<file path="config.mk">
export PLATFORM = sky130hd
export DESIGN_NAME = spmv_mul_arbiter
export DESIGN_NICKNAME = d
export VERILOG_FILES = /design/src/rtl/spmv_pkg.sv /design/src/rtl/spmv_tag_fifo.sv /design/src/rtl/spmv_mul_arbiter.sv
export SDC_FILE = /design/constraint.sdc
export NUM_CORES = 1
export LEC_CHECK = 0
export CELL_PAD_IN_SITES_DETAIL_PLACEMENT = 0
export CELL_PAD_IN_SITES_GLOBAL_PLACEMENT = 1
export CORE_AREA = 3 3 185 187
export DETAILED_ROUTE_END_ITERATION = 16
export DIE_AREA = 0 0 188 190
export PLACE_DENSITY = 0.74
export SYNTH_ARGS = -nofsm -noshare
export SYNTH_HDL_FRONTEND = slang
export SYNTH_HIERARCHICAL = 1
export SYNTH_SLANG_ARGS = --single-unit
</file>
<file path="constraint.sdc">
create_clock -name clk -period 6.57 [get_ports clk]
set_input_delay 0.657 -clock clk [delete_from_list [all_inputs] [get_ports clk]]
set_output_delay 0.657 -clock clk [all_outputs]
set_load 0.03 [all_outputs]
</file>
<file path="src/rtl/spmv_pkg.sv">
// ----------------------------------------------------------------------------
// spmv_pkg
// Shared definitions for the SpMV multiplier-sharing logic.
//   FP32_W    : fp32 word width
//   req_id_t  : requester index (up to 16 requesters)
//   FP32_ONE / FP32_TWO : fp32 encodings of 1.0 and 2.0
//   rr_next() : round-robin successor of a requester index
// ----------------------------------------------------------------------------
package spmv_pkg;

  localparam int FP32_W = 32;

  typedef logic [3:0] req_id_t;

  localparam logic [31:0] FP32_ONE = 32'h3F80_0000;
  localparam logic [31:0] FP32_TWO = 32'h4000_0000;

  // Successor of idx in a ring of n requesters.
  function automatic req_id_t rr_next(input req_id_t idx, input int unsigned n);
    req_id_t v_nxt;
    if (idx == req_id_t'(n - 1)) begin
      v_nxt = 4'd0;
    end else begin
      v_nxt = idx + 4'd1;
    end
    return v_nxt;
  endfunction

endpackage

</file>
<file path="src/rtl/spmv_tag_fifo.sv">
// ----------------------------------------------------------------------------
// spmv_tag_fifo
// Synchronous FIFO holding the requester ID of each in-flight multiply.
// Show-ahead read: o_pop_data is the head entry whenever o_empty is 0.
// Ports:
//   clk, rst     : clock, asynchronous active-high reset
//   i_push       : write i_push_data (accepted when not full, or when popping)
//   i_pop        : remove head entry (ignored when empty)
//   o_pop_data   : head entry
//   o_full       : DEPTH entries stored
//   o_empty      : no entries stored
//   o_count      : occupancy 0..DEPTH
// ----------------------------------------------------------------------------
module spmv_tag_fifo
  import spmv_pkg::*;
#(
  parameter int WIDTH = 2,
  parameter int DEPTH = 16
) (
  input  logic                       clk,
  input  logic                       rst,
  input  logic                       i_push,
  input  logic [WIDTH-1:0]           i_push_data,
  input  logic                       i_pop,
  output logic [WIDTH-1:0]           o_pop_data,
  output logic                       o_full,
  output logic                       o_empty,
  output logic [$clog2(DEPTH):0]     o_count
);

  localparam int AW = $clog2(DEPTH);
  localparam int CW = AW + 1;

  logic [WIDTH-1:0] r_mem [DEPTH];
  logic [AW-1:0]    r_wr_ptr;
  logic [AW-1:0]    r_rd_ptr;
  logic [CW-1:0]    r_count;
  logic             w_do_push;
  logic             w_do_pop;

  assign o_full     = (r_count == CW'(DEPTH));
  assign o_empty    = (r_count == '0);
  assign o_count    = r_count;
  assign o_pop_data = r_mem[r_rd_ptr];

  // A pop in the same cycle frees the slot a push into a full FIFO needs.
  assign w_do_pop  = i_pop && !o_empty;
  assign w_do_push = i_push && (!o_full || w_do_pop);

  // Storage array; contents are don't-care until written, so no reset.
  always_ff @(posedge clk) begin
    if (w_do_push) begin
      r_mem[r_wr_ptr] <= i_push_data;
    end
  end

  // Pointers and occupancy.
  always_ff @(posedge clk or posedge rst) begin
    if (rst) begin
      r_wr_ptr <= '0;
      r_rd_ptr <= '0;
      r_count  <= '0;
    end else begin
      if (w_do_push) begin
        r_wr_ptr <= r_wr_ptr + AW'(1);
      end
      if (w_do_pop) begin
        r_rd_ptr <= r_rd_ptr + AW'(1);
      end
      case ({w_do_push, w_do_pop})
        2'b10:   r_count <= r_count + CW'(1);
        2'b01:   r_count <= r_count - CW'(1);
        default: r_count <= r_count;
      endcase
    end
  end

endmodule

</file>
<file path="src/rtl/spmv_mul_arbiter.sv">
// ----------------------------------------------------------------------------
// spmv_mul_arbiter
// Shares one in-order fp32 multiplier among NUM_REQ requesters. A requester is
// chosen round-robin and its operands go straight to the multiplier; the
// requester ID is queued in a tag FIFO and each returning result is steered
// back to the requester at the FIFO head.
//
// Optional build macro: SPMV_MUL_ARB_STATS_EN enables the issue / stall
// counters; without it both stat ports are constant 0.
//
// Ports:
//   clk, rst                    : clock, asynchronous active-high reset
//   req_valid/req_ready         : per-lane operand handshake
//   req_a, req_b                : packed operands, lane i at [i*DATA_WIDTH +: DATA_WIDTH]
//   res_valid/res_ready         : per-lane result handshake (res_valid one-hot or 0)
//   res_data                    : result, shared by all lanes
//   mul_a, mul_b, mul_in_valid, mul_in_ready    : multiplier operand side
//   mul_c, mul_out_valid, mul_out_ready         : multiplier result side
//   inflight                    : outstanding multiplies (tag FIFO occupancy)
//   err_orphan                  : sticky, a result arrived with no tag queued
//   stat_issue_cnt, stat_stall_cnt : optional statistics
// ----------------------------------------------------------------------------
module spmv_mul_arbiter
  import spmv_pkg::*;
#(
  parameter int NUM_REQ      = 4,
  parameter int DATA_WIDTH   = FP32_W,
  parameter int MAX_INFLIGHT = 16
) (
  input  logic                            clk,
  input  logic                            rst,
  input  logic [NUM_REQ-1:0]              req_valid,
  output logic [NUM_REQ-1:0]              req_ready,
  input  logic [NUM_REQ*DATA_WIDTH-1:0]   req_a,
  input  logic [NUM_REQ*DATA_WIDTH-1:0]   req_b,
  output logic [NUM_REQ-1:0]              res_valid,
  input  logic [NUM_REQ-1:0]              res_ready,
  output logic [DATA_WIDTH-1:0]           res_data,
  output logic [DATA_WIDTH-1:0]           mul_a,
  output logic [DATA_WIDTH-1:0]           mul_b,
  output logic                            mul_in_valid,
  input  logic                            mul_in_ready,
  input  logic [DATA_WIDTH-1:0]           mul_c,
  input  logic                            mul_out_valid,
  output logic                            mul_out_ready,
  output logic [$clog2(MAX_INFLIGHT):0]   inflight,
  output logic                            err_orphan,
  output logic [31:0]                     stat_issue_cnt,
  output logic [31:0]                     stat_stall_cnt
);

  localparam int TAG_W = $clog2(NUM_REQ);

  typedef enum logic [0:0] {
    ST_IDLE   = 1'b0,
    ST_LOCKED = 1'b1
  } lock_state_t;

  lock_state_t r_state;
  lock_state_t w_state_nxt;
  req_id_t     r_rr_ptr;
  req_id_t     r_grant_q;
  req_id_t     w_cand_idx;
  req_id_t     w_grant;
  req_id_t     w_head_id;
  logic        w_cand_found;
  logic        w_grant_valid;
  logic        w_issue;
  logic        w_res_fire;
  logic        w_orphan_hit;
  logic        r_err_orphan;

  logic [TAG_W-1:0] w_head_tag;
  logic             w_fifo_full;
  logic             w_fifo_empty;

  // Zero-extended copies so a 4-bit requester index always selects in range.
  logic [15:0] w_req_valid_pad;
  logic [15:0] w_res_ready_pad;

  assign w_req_valid_pad = 16'(req_valid);
  assign w_res_ready_pad = 16'(res_ready);

  // Round-robin scan: first valid lane at or after r_rr_ptr, wrapping.
  always_comb begin
    logic [4:0] v_idx;
    v_idx        = 5'd0;
    w_cand_found = 1'b0;
    w_cand_idx   = 4'd0;
    for (int k = 0; k < NUM_REQ; k++) begin
      v_idx = {1'b0, r_rr_ptr} + 5'(k);
      v_idx = (v_idx >= 5'(NUM_REQ)) ? (v_idx - 5'(NUM_REQ)) : v_idx;
      if (!w_cand_found && w_req_valid_pad[v_idx[3:0]]) begin
        w_cand_found = 1'b1;
        w_cand_idx   = v_idx[3:0];
      end else begin
        w_cand_found = w_cand_found;
      end
    end
  end

  // While locked the held grant wins over any newly raised request so the
  // multiplier keeps seeing the same operands until it accepts them.
  assign w_grant       = (r_state == ST_LOCKED) ? r_grant_q : w_cand_idx;
  assign w_grant_valid = (r_state == ST_LOCKED) ? w_req_valid_pad[r_grant_q] : w_cand_found;
  assign mul_in_valid  = !rst && w_grant_valid && !w_fifo_full;
  assign w_issue       = mul_in_valid && mul_in_ready;

  // Operand mux and per-lane accept.
  always_comb begin
    mul_a     = '0;
    mul_b     = '0;
    req_ready = '0;
    for (int i = 0; i < NUM_REQ; i++) begin
      if (w_grant == req_id_t'(i)) begin
        mul_a        = req_a[i*DATA_WIDTH +: DATA_WIDTH];
        mul_b        = req_b[i*DATA_WIDTH +: DATA_WIDTH];
        req_ready[i] = w_issue;
      end else begin
        req_ready[i] = 1'b0;
      end
    end
  end

  // Grant-lock next state.
  always_comb begin
    w_state_nxt = r_state;
    case (r_state)
      ST_IDLE: begin
        if (mul_in_valid && !mul_in_ready) begin
          w_state_nxt = ST_LOCKED;
        end else begin
          w_state_nxt = ST_IDLE;
        end
      end
      ST_LOCKED: begin
        if (w_issue) begin
          w_state_nxt = ST_IDLE;
        end else begin
          w_state_nxt = ST_LOCKED;
        end
      end
      default: w_state_nxt = ST_IDLE;
    endcase
  end

  // Lock state, held grant and round-robin pointer.
  always_ff @(posedge clk or posedge rst) begin
    if (rst) begin
      r_state   <= ST_IDLE;
      r_grant_q <= 4'd0;
      r_rr_ptr  <= 4'd0;
    end else begin
      r_state <= w_state_nxt;
      if (r_state == ST_IDLE && w_state_nxt == ST_LOCKED) begin
        r_grant_q <= w_cand_idx;
      end
      if (w_issue) begin
        r_rr_ptr <= rr_next(w_grant, NUM_REQ);
      end
    end
  end

  // Result routing: the head tag owns the current multiplier result. With no
  // tag queued the result is a leftover (e.g. from before a reset) and is
  // drained without being shown to any lane.
  assign w_head_id     = req_id_t'(w_head_tag);
  assign mul_out_ready = !rst && (w_fifo_empty ? mul_out_valid : w_res_ready_pad[w_head_id]);
  assign w_res_fire    = mul_out_valid && mul_out_ready && !w_fifo_empty;
  assign w_orphan_hit  = mul_out_valid && w_fifo_empty;
  assign res_data      = mul_c;

  // One-hot result valid toward the head-tag lane.
  always_comb begin
    res_valid = '0;
    for (int i = 0; i < NUM_REQ; i++) begin
      res_valid[i] = !rst && mul_out_valid && !w_fifo_empty && (w_head_id == req_id_t'(i));
    end
  end

  // Sticky orphan-result flag.
  always_ff @(posedge clk or posedge rst) begin
    if (rst) begin
      r_err_orphan <= 1'b0;
    end else if (w_orphan_hit) begin
      r_err_orphan <= 1'b1;
    end else begin
      r_err_orphan <= r_err_orphan;
    end
  end

  assign err_orphan = r_err_orphan;

  spmv_tag_fifo #(
    .WIDTH (TAG_W),
    .DEPTH (MAX_INFLIGHT)
  ) u_tag_fifo (
    .clk         (clk),
    .rst         (rst),
    .i_push      (w_issue),
    .i_push_data (w_grant[TAG_W-1:0]),
    .i_pop       (w_res_fire),
    .o_pop_data  (w_head_tag),
    .o_full      (w_fifo_full),
    .o_empty     (w_fifo_empty),
    .o_count     (inflight)
  );

`ifdef SPMV_MUL_ARB_STATS_EN
  logic [31:0] r_issue_cnt;
  logic [31:0] r_stall_cnt;

  // Free-running statistics, wrapping at 2^32.
  always_ff @(posedge clk or posedge rst) begin
    if (rst) begin
      r_issue_cnt <= 32'd0;
      r_stall_cnt <= 32'd0;
    end else begin
      if (w_issue) begin
        r_issue_cnt <= r_issue_cnt + 32'd1;
      end
      if ((|req_valid) && !w_issue) begin
        r_stall_cnt <= r_stall_cnt + 32'd1;
      end
    end
  end

  assign stat_issue_cnt = r_issue_cnt;
  assign stat_stall_cnt = r_stall_cnt;
`else
  assign stat_issue_cnt = 32'd0;
  assign stat_stall_cnt = 32'd0;
`endif

endmodule

</file>
==> results of run 1 <==
-- final cells by class --
type / instances / area [µm²]
repair buffers: 357 / 3590
well taps: 442 / 553
multi-input cells: 541 / 3630
flip-flops and latches: 55 / 1540
clock buffers: 5 / 125
clock inverters: 3 / 38.8
fillers: 3492 / 23100
diodes: 3 / 7.51
inverters: 16 / 61.3
-- metrics by stage --
step / std cells / hold WS [ns] / util / area [µm²] / setup slack (ns)
global route: 1422 / 0.495 / 0.292 / 9540 / 0.383
detailed placement: 1411 / 0.462 / 0.287 / 9370 / 1.05
CTS: 1419 / 0.481 / 0.292 / 9530 / 0.726
global placement: 1411 / 0.449 / 0.287 / 9370 / 1.04
floorplan: 758 / 0.459 / - / 6150 / 1.26
finish: 1422 / 0.470 / 0.292 / 9540 / 0.739
-- flip-flops by register name (all words and copies together), names as in the netlist --
register	cells
err_orphan	1
r_grant_q	4
r_rr_ptr	4
r_state	1
u_tag_fifo/o_count	5
u_tag_fifo/r_mem	32
u_tag_fifo/r_rd_ptr	4
u_tag_fifo/r_wr_ptr	4
-- critical path: stages (launching register included) --
cell and delay (ns):
dfrtp_1 0.58, ha_1 0.30, nand2_1 0.09, xnor2_1 0.25, ha_1 0.20, nand2_1 0.07, a31oi_1 0.36, o21ai_1 0.18
nand4_1 0.11, or3b_4 0.40, clkinv_2 0.20, ha_1 0.24, and2_2 0.18, buf_12 0.30, a221o_1 0.20, o21ai_0 0.20
o21ai_0 0.27, clkdlybuf4s50_1 0.70
-- cells in the mapped netlist, types with 2 or more instances --
cell type	count
nand4_1	2
buf_1	10
mux2i_1	8
edfxtp_1	32
and2_1	9
a21oi_2	2
clkbuf_1	24
xor2_1	2
inv_1	13
xnor2_1	12
a21oi_1	8
buf_4	96
mux4_2	11
or2_2	2
a211oi_1	2
nand3b_1	2
o211ai_1	2
o22ai_1	2
a31oi_1	5
ha_1	24
buf_6	3
o221ai_1	2
dfrtp_1	23
a32o_1	2
nor2b_1	7
nor2_1	19
o21ai_0	110
buf_2	13
and3_1	20
o21ai_1	24
mux2_2	2
nand3_1	8
a221o_1	64
nand2_1	82
mux2_1	3
a21o_1	2
nand2b_1	5
-- worst paths after layout --
path / to / slack [ns] / cells after the start
min in group asynchronous: err_orphan$_DFFE_PP0P_ / 0.85 / 2
max in group asynchronous: u_tag_fifo/o_count[1]$_DFFE_PP0P_ / 5.35 / 2
hold reg to reg: err_orphan$_DFFE_PP0P_ / 0.47 / 1
hold / removal: err_orphan$_DFFE_PP0P_ / 0.47 / 1
setup reg to reg: u_tag_fifo/o_count[4]$_DFFE_PP0P_ / 2.14 / 13
setup / recovery: mul_b[18] / 0.74 / 17
-- metal layers --
layer | vias to the layer above | share of wire
met4 | 12 | 0.016
met3 | 38 | 0.083
met5 | - | 0.0033
met2 | 291 | 0.52
li1 | 2992 | -
met1 | 2875 | 0.38
-- cells by family after synthesis --
| group | after synthesis | synth area share |
|---|---|---|
| AND/OR/NAND/NOR | 168 | 0.140 |
| XOR/XNOR | 14 | 0.0207 |
| adder cells (fa/ha/maj) | 25 | 0.0542 |
| buffers and inverters | 162 | 0.171 |
| multiplexers | 25 | 0.0675 |
| flip-flops | 55 | 0.260 |
| AO/OA/AOI/OAI | 245 | 0.287 |
| other | 1 | 0.000634 |
==> metrics.txt, run 1 <==
clk slew on worst S/H paths=around 0.060 ns; clk root buf=clkbuf_16; antenna-violating nets left=0; clk_skew=about 0.0022 ns; Die X=188 µm; Seq/Total Area, Yosys=0.260; grt ovf=0; status=completed; asr flop ratio synth=0.418; critical path capture point type=output pin; buffers inserted by post-CTS timing repair=0; Final Hold Vio Count=0; Site Rows=66; first-pass GRT wire length=slightly below 40000 µm; Final setup viols=0; Post-Syn Area=0.00591 mm²; Layout Nets=around 1300; Worst Tran Pin Value=a little under 0.7 ns; Synth cell types=75; largest net degree at the start of global routing=66; Wirelength per Cell=roughly 19 µm; RR Startpoint=u_tag_fifo/r_rd_ptr[0]$_DFFE_PP0N_; Port Buffer Count=around 350; Max Fanout on Critical Path=65; die area=around 0.036 mm²; Die Ht=~190 µm; commonest non-fill, non-tap cell in the layout=clkdlybuf4s50_1; Most Crowded Layer GR=met2; Via Count=roughly 6200; synth-to-layout area growth=61.3%; gpl congestion=around 0.85; vias in the first global route=slightly above 6000; H-tree depth=2; 1st-iter DRT viols=around 340; CTS Buf Count=5; gr usage total=0.139; met1 usage=0.161; core area=~0.033 mm²; post-DR vias/cell=~4.4; Critical Path AT=5.17 ns; Hold WC Path Type=reg -> reg; Ys Warns=6; Most used DFF post-synth=edfxtp_1; max-cap viol count=0; Critical Path Source Type=flip-flop; Max transition margin=0.545; Post-synth EDFFs=32; Fin Setup TNS=0 ns; Initial Util=0.181; # resized after CTS=0; Fmax=172 MHz; detailed-placement wirelength estimate=approximately 22000 µm; CTS Sinks=55; area leader, netlist=edfxtp_1; Hold Startpoint=err_orphan$_DFFE_PP0P_; layout cells sized above 1=0.0624; worst endpoint required time=~5.9 ns; Synth Instances=~700; ranking of synthesized cells by area=edfxtp_1 (16%), buf_4 (12%), a221o_1 (11%), dfrtp_1 (9.7%), o21ai_0 (9.3%); Boundary Pins=approximately 480; RSZ-0062 raised after global routing=false; share of Yosys cell area claimed by the top area cell type=0.163; Syn Area/Cell=roughly 8.5 µm²; FF+latch count, synth=55; Worst Setup Path Type=reg -> out; DRC Markers=0; CTS tree=done; initial antenna violation count=12; drt pass-1 iters=5; global routing usage on met2=0.252; Final period util=0.887; cts hold-fix bufs=0; global routing usage on met3=0.0431; clock latency on the worst-skew pair=between 0.2 and 0.3 ns; Critical Path Source=r_rr_ptr[2]$_DFFE_PP0P_; routed wire length=between 20000 and 30000 µm; min cycle time layout=between 5 and 6 ns; CTS Buffer Depth=2; most frequent cells in the layout=clkdlybuf4s50_1 (344), o21ai_0 (110), nand2_1 (81); Slew Limit Fails=0
Power of run 1 is left out: the tool's default activity adds up to more than one toggle a clock period on the data nets, which glitch-free logic cannot reach.
==> inputs of run 2 (changes only) <==
--- a/config.mk
+++ b/config.mk
@@ -8,9 +8,10 @@
 export CELL_PAD_IN_SITES_DETAIL_PLACEMENT = 0
 export CELL_PAD_IN_SITES_GLOBAL_PLACEMENT = 1
 export CORE_AREA = 3 3 185 187
+export CTS_CLUSTER_DIAMETER = 200
 export DETAILED_ROUTE_END_ITERATION = 16
 export DIE_AREA = 0 0 188 190
-export PLACE_DENSITY = 0.74
+export PLACE_DENSITY = 0.76
 export SYNTH_ARGS = -nofsm -noshare
 export SYNTH_HDL_FRONTEND = slang
 export SYNTH_HIERARCHICAL = 1
==> run 2 against run 1 <==
Non-clock buffer count increased by 9. Flip-flop and latch count unchanged. First-iteration DRC count increased by 5.0%. Routed wire length increased by 1.2%. Critical path depth increased by 2. Clock skew increased by 0.0026 ns. Critical path type unchanged.
==> metrics.txt, run 2 (synthesized netlist as in run 1, its figures left out) <==
RSZ-0062 raised after global routing=false; core area=around 0.033 mm²; Critical Path Source Type=flip-flop; CTS tree=done; detailed-placement wirelength estimate=22400 µm; Fmax=165 MHz; setup ws final=0.522 ns; Slew Limit Fails=0; Fill cells=around 3400; gr usage total=0.139; Boundary Pins=roughly 480; largest net degree at the start of global routing=65; synth-to-layout area growth=62.1%; clk_skew=0.00479 ns; most frequent cells in the layout=clkdlybuf4s50_1 (345), o21ai_0 (110), nand2_1 (81); flip-flop count of the largest register after layout=32; WL met3=2010 µm; CTS Sinks=55; clk root buf=clkbuf_16; internal reg-to-reg setup slack=between 2 and 2.5 ns; drt pass-1 iters=4; CTS Buf Count=5; hold path depth=1; Hold Startpoint=err_orphan$_DFFE_PP0P_; status=completed; worst endpoint required time=about 5.9 ns; Via Count=between 6000 and 7000; 1st-iter DRT viols=between 300 and 400; CTS Buffer Depth=2; Max Fanout on Critical Path=49; Site Rows=66; cts hold-fix bufs=0; H-tree depth=2; Worst Tran Pin Value=~0.78 ns; die area=0.0357 mm²; Reg2Reg Depth=13; routed wire length=around 27000 µm; max-cap viol count=0; Final period util=0.920; Critical Path AT=5.39 ns; DR top layer=met4; buffers inserted by post-CTS timing repair=0; layout cells sized above 1=0.0710; met1 WL=~11000 µm; first-pass GRT wire length=around 39000 µm; Layout Nets=between 1000 and 1500; # resized after CTS=0; antenna-violating nets left=0; RR Startpoint=u_tag_fifo/r_rd_ptr[0]$_DFFE_PP0N_; gpl congestion=between 0.8 and 0.9; critical path capture point type=output pin; Final Hold Vio Count=0; Fin Setup TNS=0 ns; DRC Markers=0; Wirelength per Cell=between 15 and 20 µm; Worst Setup Path Type=reg -> out; Hold WC Path Type=reg -> reg; commonest non-fill, non-tap cell in the layout=clkdlybuf4s50_1; Port Buffer Count=roughly 350; post-DR vias/cell=4.42; Initial Util=0.181; clk slew on worst S/H paths=approximately 0.060 ns; metal2 WL=around 14000 µm; Die Ht=roughly 190 µm; initial antenna violation count=1; clock latency on the worst-skew pair=around 0.29 ns; Critical Path Source=r_rr_ptr[1]$_DFFE_PP0P_; Die X=around 190 µm; Place WS=0.669 ns; vias in the first global route=~6000; Most flops, register=u_tag_fifo/r_mem; min cycle time layout=approximately 6.0 ns; Final setup viols=0; Max transition margin=0.481; grt ovf=0
==> run 2: path summary, 6_finish.rpt <==
| path | end |
|---|---|
| min reg2reg | err_orphan$_DFFE_PP0P_ |
| min | err_orphan$_DFFE_PP0P_ |
| max | mul_b[25] |
| max in group asynchronous | u_tag_fifo/r_rd_ptr[3]$_DFFE_PP0N_ |
| max reg2reg | u_tag_fifo/o_count[4]$_DFFE_PP0P_ |
| min in group asynchronous | err_orphan$_DFFE_PP0P_ |
==> run 2: final cells by class <==
cell class	instances	area, µm²	area share
Clock buffer	5	125	0.0131
Clock inverter	3	20.0	0.00209
Timing Repair Buffer	366	3660	0.382
Multi-Input combinational cell	541	3630	0.378
Tap cell	442	553	0.0577
Inverter	16	61.3	0.00640
Antenna cell	1	2.50	0.000261
Sequential cell	55	1540	0.160
==> run 2: worst max-delay path, stage by stage (launching register included) <==
cell	delay, ns
dfrtp_1	0.54
inv_1	0.23
ha_1	0.38
inv_1	0.06
ha_1	0.28
nor2_1	0.08
a31oi_1	0.05
a211oi_2	0.32
o21ai_1	0.17
o221ai_1	0.19
o21ai_0	0.17
a31oi_1	0.20
buf_4	0.24
ha_1	0.21
and2_2	0.37
buf_12	0.28
a221o_1	0.15
o21ai_0	0.12
o21ai_0	0.25
clkdlybuf4s50_1	0.74
==> run 2: metrics by stage <==
step	instances	area (µm²)	hold slack, ns	util
6_report	1429	9590	0.473	0.294
5_1_grt	1429	9590	0.525	0.294
4_1_cts	1428	9580	0.485	0.294
3_5_place_dp	1420	9440	0.467	0.289
3_3_place_gp	1420	9440	0.449	0.289
2_1_floorplan	758	6150	0.459	-
==> run 2: layer usage <==
metal / up-vias / track usage
li1: 3007 / -
met1: 3026 / 0.169
met2: 270 / 0.253
met3: 15 / 0.0356
met4: 0 / 0.0211
met5: - / 0
Power of run 2 is left out for the same reason.
